[src/rtl/message_gen_unit.sv]
// Message Generation Unit: accepts one activated vertex record, fetches its packed edge list
// from HBM and emits one update per edge. Define MGU_WORD_REUSE_EN to reuse a buffered edge word.
module message_gen_unit #(
   parameter int VPropWidth   = 32,
   parameter int EIndexWidth  = 32,
   parameter int EDegreeWidth = 32,
   parameter int EdgeWidth    = 32,
   parameter int AddrWidth    = 33,
   parameter int DataWidth    = 256,
   parameter int UpdateWidth  = 65,
   parameter logic [AddrWidth-1:0] EdgeBaseAddr   = 33'h1_0000_0000,
   parameter logic [AddrWidth-1:0] VertexBaseAddr = 33'h0
) (
   input  logic                                          clk,
   input  logic                                          resetn,
   input  logic [1:0]                                    control,
   input  logic [VPropWidth+EIndexWidth+EDegreeWidth:0]  MGU_data,
   input  logic                                          MGU_ready,
   output logic                                          MGU_resp,
   output logic [AddrWidth-1:0]                          read_addr,
   input  logic [DataWidth-1:0]                          read_data,
   output logic                                          start_rd,
   input  logic                                          end_rd,
   output logic [UpdateWidth-1:0]                        update,
   output logic                                          update_ready,
   input  logic                                          update_resp,
   output logic                                          busy
);

   localparam int Epw       = DataWidth / EdgeWidth;
   localparam int LaneBits  = $clog2(Epw);
   localparam int WordShift = $clog2(DataWidth / 8);
   localparam int TagWidth  = EIndexWidth - LaneBits;

   typedef enum logic [2:0] {
      IDLE, CALC, FETCH, FETCH_WAIT, EMIT, WAIT_ACK, WAIT_REL
   } state_t;

   state_t                              state;
   logic [VPropWidth-1:0]               prop_q;
   logic [EIndexWidth-1:0]              index_q;
   logic [EDegreeWidth-1:0]             degree_q;
   logic [1:0]                          ctrl_q;
   logic [VPropWidth-1:0]               new_prop;
   logic [EIndexWidth-1:0]              edge_ptr;
   logic [EDegreeWidth-1:0]             remaining;
   logic [Epw-1:0][EdgeWidth-1:0]       word_buf;
   logic [TagWidth-1:0]                 ptr_word;
   logic [EdgeWidth-1:0]                dest_id;
   logic [AddrWidth-1:0]                fetch_addr;
   logic [AddrWidth-1:0]                dest_addr;
   logic                                word_hit;
   logic                                unused_msb;

   assign unused_msb = MGU_data[VPropWidth+EIndexWidth+EDegreeWidth];

   // Address arithmetic deliberately truncates to AddrWidth so edge lists wrap around HBM.
   assign ptr_word   = edge_ptr[EIndexWidth-1:LaneBits];
   assign dest_id    = word_buf[edge_ptr[LaneBits-1:0]];
   assign fetch_addr = EdgeBaseAddr + (AddrWidth'(ptr_word) << WordShift);
   assign dest_addr  = VertexBaseAddr + (AddrWidth'(dest_id) << WordShift);

`ifdef MGU_WORD_REUSE_EN
   logic [TagWidth-1:0] tag;
   assign word_hit = (ptr_word == tag);
`else
   assign word_hit = 1'b0;
`endif

   always_ff @(posedge clk) begin
      if (!resetn) begin
         state        <= IDLE;
         prop_q       <= '0;
         index_q      <= '0;
         degree_q     <= '0;
         ctrl_q       <= '0;
         new_prop     <= '0;
         edge_ptr     <= '0;
         remaining    <= '0;
         word_buf     <= '0;
         MGU_resp     <= 1'b0;
         read_addr    <= '0;
         start_rd     <= 1'b0;
         update       <= '0;
         update_ready <= 1'b0;
         busy         <= 1'b0;
`ifdef MGU_WORD_REUSE_EN
         tag          <= '0;
`endif
      end else begin
         MGU_resp <= 1'b0;
         start_rd <= 1'b0;
         case (state)
            IDLE: begin
               if (MGU_ready) begin
                  prop_q   <= MGU_data[EIndexWidth+EDegreeWidth +: VPropWidth];
                  index_q  <= MGU_data[EDegreeWidth +: EIndexWidth];
                  degree_q <= MGU_data[0 +: EDegreeWidth];
                  ctrl_q   <= control;
                  MGU_resp <= 1'b1;
                  busy     <= 1'b1;
                  state    <= CALC;
               end
            end
            CALC: begin
               edge_ptr  <= index_q;
               remaining <= degree_q;
               new_prop  <= (ctrl_q == 2'b10 && prop_q != '1) ? prop_q + VPropWidth'(1) : prop_q;
               if (degree_q == '0) begin
                  busy  <= 1'b0;
                  state <= IDLE;
               end else begin
                  state <= FETCH;
               end
            end
            FETCH: begin
               read_addr <= fetch_addr;
               start_rd  <= 1'b1;
               state     <= FETCH_WAIT;
            end
            FETCH_WAIT: begin
               if (end_rd) begin
                  word_buf <= read_data;
`ifdef MGU_WORD_REUSE_EN
                  tag      <= ptr_word;
`endif
                  state    <= EMIT;
               end
            end
            EMIT: begin
               update       <= UpdateWidth'({dest_addr, new_prop});
               update_ready <= 1'b1;
               state        <= WAIT_ACK;
            end
            WAIT_ACK: begin
               if (update_resp) begin
                  update_ready <= 1'b0;
                  edge_ptr     <= edge_ptr + EIndexWidth'(1);
                  remaining    <= remaining - EDegreeWidth'(1);
                  state        <= WAIT_REL;
               end
            end
            WAIT_REL: begin
               // The MPU holds its response for two cycles; only move on once it is released.
               if (!update_resp) begin
                  if (remaining == '0) begin
                     busy  <= 1'b0;
                     state <= IDLE;
                  end else if (word_hit) begin
                     state <= EMIT;
                  end else begin
                     state <= FETCH;
                  end
               end
            end
            default: begin
               busy  <= 1'b0;
               state <= IDLE;
            end
         endcase
      end
   end

endmodule

[config.mk]
export PLATFORM = sky130hd
export DESIGN_NAME = message_gen_unit
export DESIGN_NICKNAME = d
export VERILOG_FILES = /design/src/rtl/message_gen_unit.sv
export SDC_FILE = /design/constraint.sdc
export NUM_CORES = 1
export LEC_CHECK = 0
export CORE_AREA = 2 2 249 227
export DETAILED_ROUTE_END_ITERATION = 8
export DIE_AREA = 0 0 251 229
export GPL_ROUTABILITY_DRIVEN = 0
export PLACE_DENSITY = 0.76
export SYNTH_ARGS = -nofsm -noshare
export SYNTH_HDL_FRONTEND = slang
export SYNTH_SLANG_ARGS = --single-unit
[constraint.sdc]
create_clock -name clk -period 2.3 [get_ports clk]
set_clock_uncertainty 0.15 [all_clocks]
set_input_delay 0.345 -clock clk [delete_from_list [all_inputs] [get_ports clk]]
set_output_delay 0.345 -clock clk [all_outputs]
set_load 0.01 [all_outputs]
==> qor.csv <==
stage,metric,value,unit
status,status,"finished, violations left",
status,violations,negative setup slack,
synthesis,yosysWarningCount,0,
synthesis,yosys_most_used_dff,dfxtp_1,
route,drt-wirelength-per-cell,18.42,um
sta,hold_viol,0,
route,drc,0,
global_routing,globalRouteTotalUtil,23.76,%
sta,rsz0062_at_grt,yes,
critical_path,start_kind,flip-flop,
synthesis,netlist_area,21770,sq um
synthesis,synth_edf_count,0,
critical_path,crit_required,2.65,ns
critical_path,critical_path_arrival,2.78,ns
synthesis,ys_types,70,
route,top_layer,met5,
global_routing,grt_pass1_vias,19750,
synthesis,ys_seq_area_share,46.99,%
cts,cts.sinks,511,
power_and_ir_drop,powerDensity,724.2,nW/um^2
critical_path,ff2ff_path_depth,5,
hold_path,min_to,index_q[4]$_SDFFE_PN0P_,
critical_path,critical_path.max_fanout,2,
cells_and_area,synthToLayoutAreaGrowth,34.67,%
sta,period_needed,2.436,ns
synthesis,synth-seq-cells,511,
hold_path,hold_depth,3,
cells_and_area,final_util,53.31,%
sta,maxSlewHeadroom,53.66,%
cts,post_cts_buffers,0,
route,drtAntennaViolNets,0,
floorplanning,die_area,57480,sq um
synthesis,avgSynthCellArea,8.126,sq um
critical_path,crit_type,reg2reg,
sta,setup_tns,-0.5161,ns
route,drt_iter0_markers,1712,
power_and_ir_drop,p_leak,0.009831,uW
sta,finalMaxSlewViolations,0,
sta,setup_viol,10,
route,dr.pass1.iters,6,
cts,ctsRootBufferMaster,clkbuf_16,
cts,cts_tree,done,
floorplanning,io_pins,462,
route,wl_met3,6144,um
cts,h-tree-depth,2,
route,num_vias,20760,
placement,portBuffers,417,
critical_path,startpoint,remaining[10]$_SDFFE_PN0P_,
sta,finalWorstSetupSlack,-0.1359,ns
cts,clock_latency,0.60,ns
floorplanning,initial_utilization,39.59,%
route,wl_met1,28610,um
route,met2_length,33590,um
power_and_ir_drop,ir_drop,0.4722,mV
synthesis,synth_top_area_cell,dfxtp_1,
critical_path,r2r-end,busy$_SDFFE_PN0P_,
route,viasPerCell,5.423,
synthesis,async_flop_share,0,%
floorplanning,die_x,251,um
global_routing,grt_pass1_wl,108600,um
floorplanning,die_h,229,um
hold_path,worstHoldStart,resetn,
critical_path,cp-end-kind,flip-flop,
sta,period_share,105.9,%
cells_and_area,final_cell_mix,"nand2_1 (838), dfxtp_1 (506), a21oi_1 (438)",
critical_path,r2r-start,remaining[10]$_SDFFE_PN0P_,
route,wirelength,70490,um
hold_path,hp-class,in2reg,
placement,dp_hpwl,49690,um
critical_path,reg2reg_slack,-0.14,ns
synthesis,syn-instance-count,2679,
cells_and_area,n_fill_cell,4969,
cells_and_area,fin_nets,3432,
cts,clkTransAtPathRegs,0.07,ns
global_routing,antenna_found_initial,12,
sta,worst_pin_slew,0.6951,ns
cts,cts_buffer_depth,3,
cts,hold_buffers,0,
flow_run,cap_violations,0,
global_routing,grt_max_degree,92,
cells_and_area,layout-drive-gt1-share,10.68,%
global_routing,grt-ovfl-total,0,
synthesis,yosys.area.top_type_share,46.99,%
cts,numCtsBuffers,51,
cells_and_area,layout_commonest_cell,nand2_1,
sta,fmax,0.4105,GHz
floorplanning,design.core.area,54990,sq um
synthesis,synth.top_cells.by_area,"dfxtp_1 (47%), nand2_1 (14%), a21oi_1 (10%), mux4_2 (5.8%), clkbuf_1 (3.3%)",
floorplanning,fp-row-count,82,
==> critical path, cell delays in order, from the launching register on <==
cell,delay (ns)
dfxtp_2,0.32
or4_4,0.53
or4_4,0.42
or3_4,0.38
o311a_1,0.32
o221a_1,0.21
==> synth_stat cells (6+ instances only) <==
cell      instances
a31oi_1          15
and3_1           13
buf_2            11
buf_1            18
nand2_1         838
mux2i_1          49
o21ai_0          83
a311oi_1         14
nor4_1           20
buf_4            10
nor4_2            6
inv_1             7
a211oi_1         48
mux4_2           56
nor2_1           85
and4_1           14
a221oi_1         11
or3_1            15
xnor2_1          11
a21oi_1         438
nor3_1           39
o31ai_1           7
nand4_1          29
clkbuf_1        191
dfxtp_1         511
or4_1             8
and2_1            9
nand3_1          39
==> worst max-delay path by stage <==
stage / endpoint / cells after the start
floorplan: busy$_SDFFE_PN0P_ / 5
global placement: busy$_SDFFE_PN0P_ / 5
detailed placement: busy$_SDFFE_PN0P_ / 5
CTS: busy$_SDFFE_PN0P_ / 5
global route: remaining[17]$_SDFFE_PN0P_ / 6
finish: busy$_SDFFE_PN0P_ / 5
==> cells by family after synthesis <==
group / synth area share [%]
AND/OR/NAND/NOR: 22.47
AO/OA/AOI/OAI: 17.23
flip-flops: 46.99
buffers and inverters: 4.443
multiplexers: 8.150
XOR/XNOR: 0.5230
adder cells (fa/ha/maj): 0.1724
other: 0.01723
==> power breakdown <==
group	switching (uW)	total, uW	internal (uW)
logic	1580	3030	1450
clock network	3620	8690	5070
registers	289	9510	9220
==> state kept, by name, indices dropped and copies added, names as in the netlist <==
| register | flops |
|---|---|
| update_ready | 1 |
| index_q | 31 |
| MGU_resp | 1 |
| read_addr | 28 |
| start_rd | 1 |
| state | 3 |
| word_buf | 224 |
| update | 60 |
| busy | 1 |
| edge_ptr | 31 |
| prop_q | 32 |
| new_prop | 32 |
| degree_q | 32 |
| remaining | 32 |
| ctrl_q | 2 |
==> timing repair <==
item                       in CTS  in global routing
pin swaps                       1                  3
gates resized for setup         8                  8
setup endpoints to repair      11                 32
==> layer usage <==
metal	GRT usage, %	up-vias
met1	29.56	9713
met3	5.876	124
met2	40.30	847
met5	0	-
met4	7.757	18
li1	-	10060
==> cell type report <==
cell class,count,area (sq um),area share (%)
multi-input combinational,1937,10730,36.61
sequential,511,10240,34.93
timing repair buffer,560,5643,19.25
clock buffer,75,1529,5.215
tap,714,893.4,3.047
clock inverter,19,230.2,0.7853
inverter,8,37.54,0.1280
antenna,4,10.01,0.03414
==> metrics by stage <==
step	setup slack [ns]	instances	hold WS, ns	power (uW)	cell area [sq um]
floorplan	-0.1079	2688	0.2787	11190	21810
global placement	-0.1131	3730	0.2886	12610	27470
detailed placement	-0.1279	3730	0.2933	12650	27470
CTS	-0.1322	3824	0.06973	21360	29270
global route	-0.1738	3824	0.1188	22030	29310
finish	-0.1359	3828	0.09282	21230	29320
(Power assumes the default switching activity.)
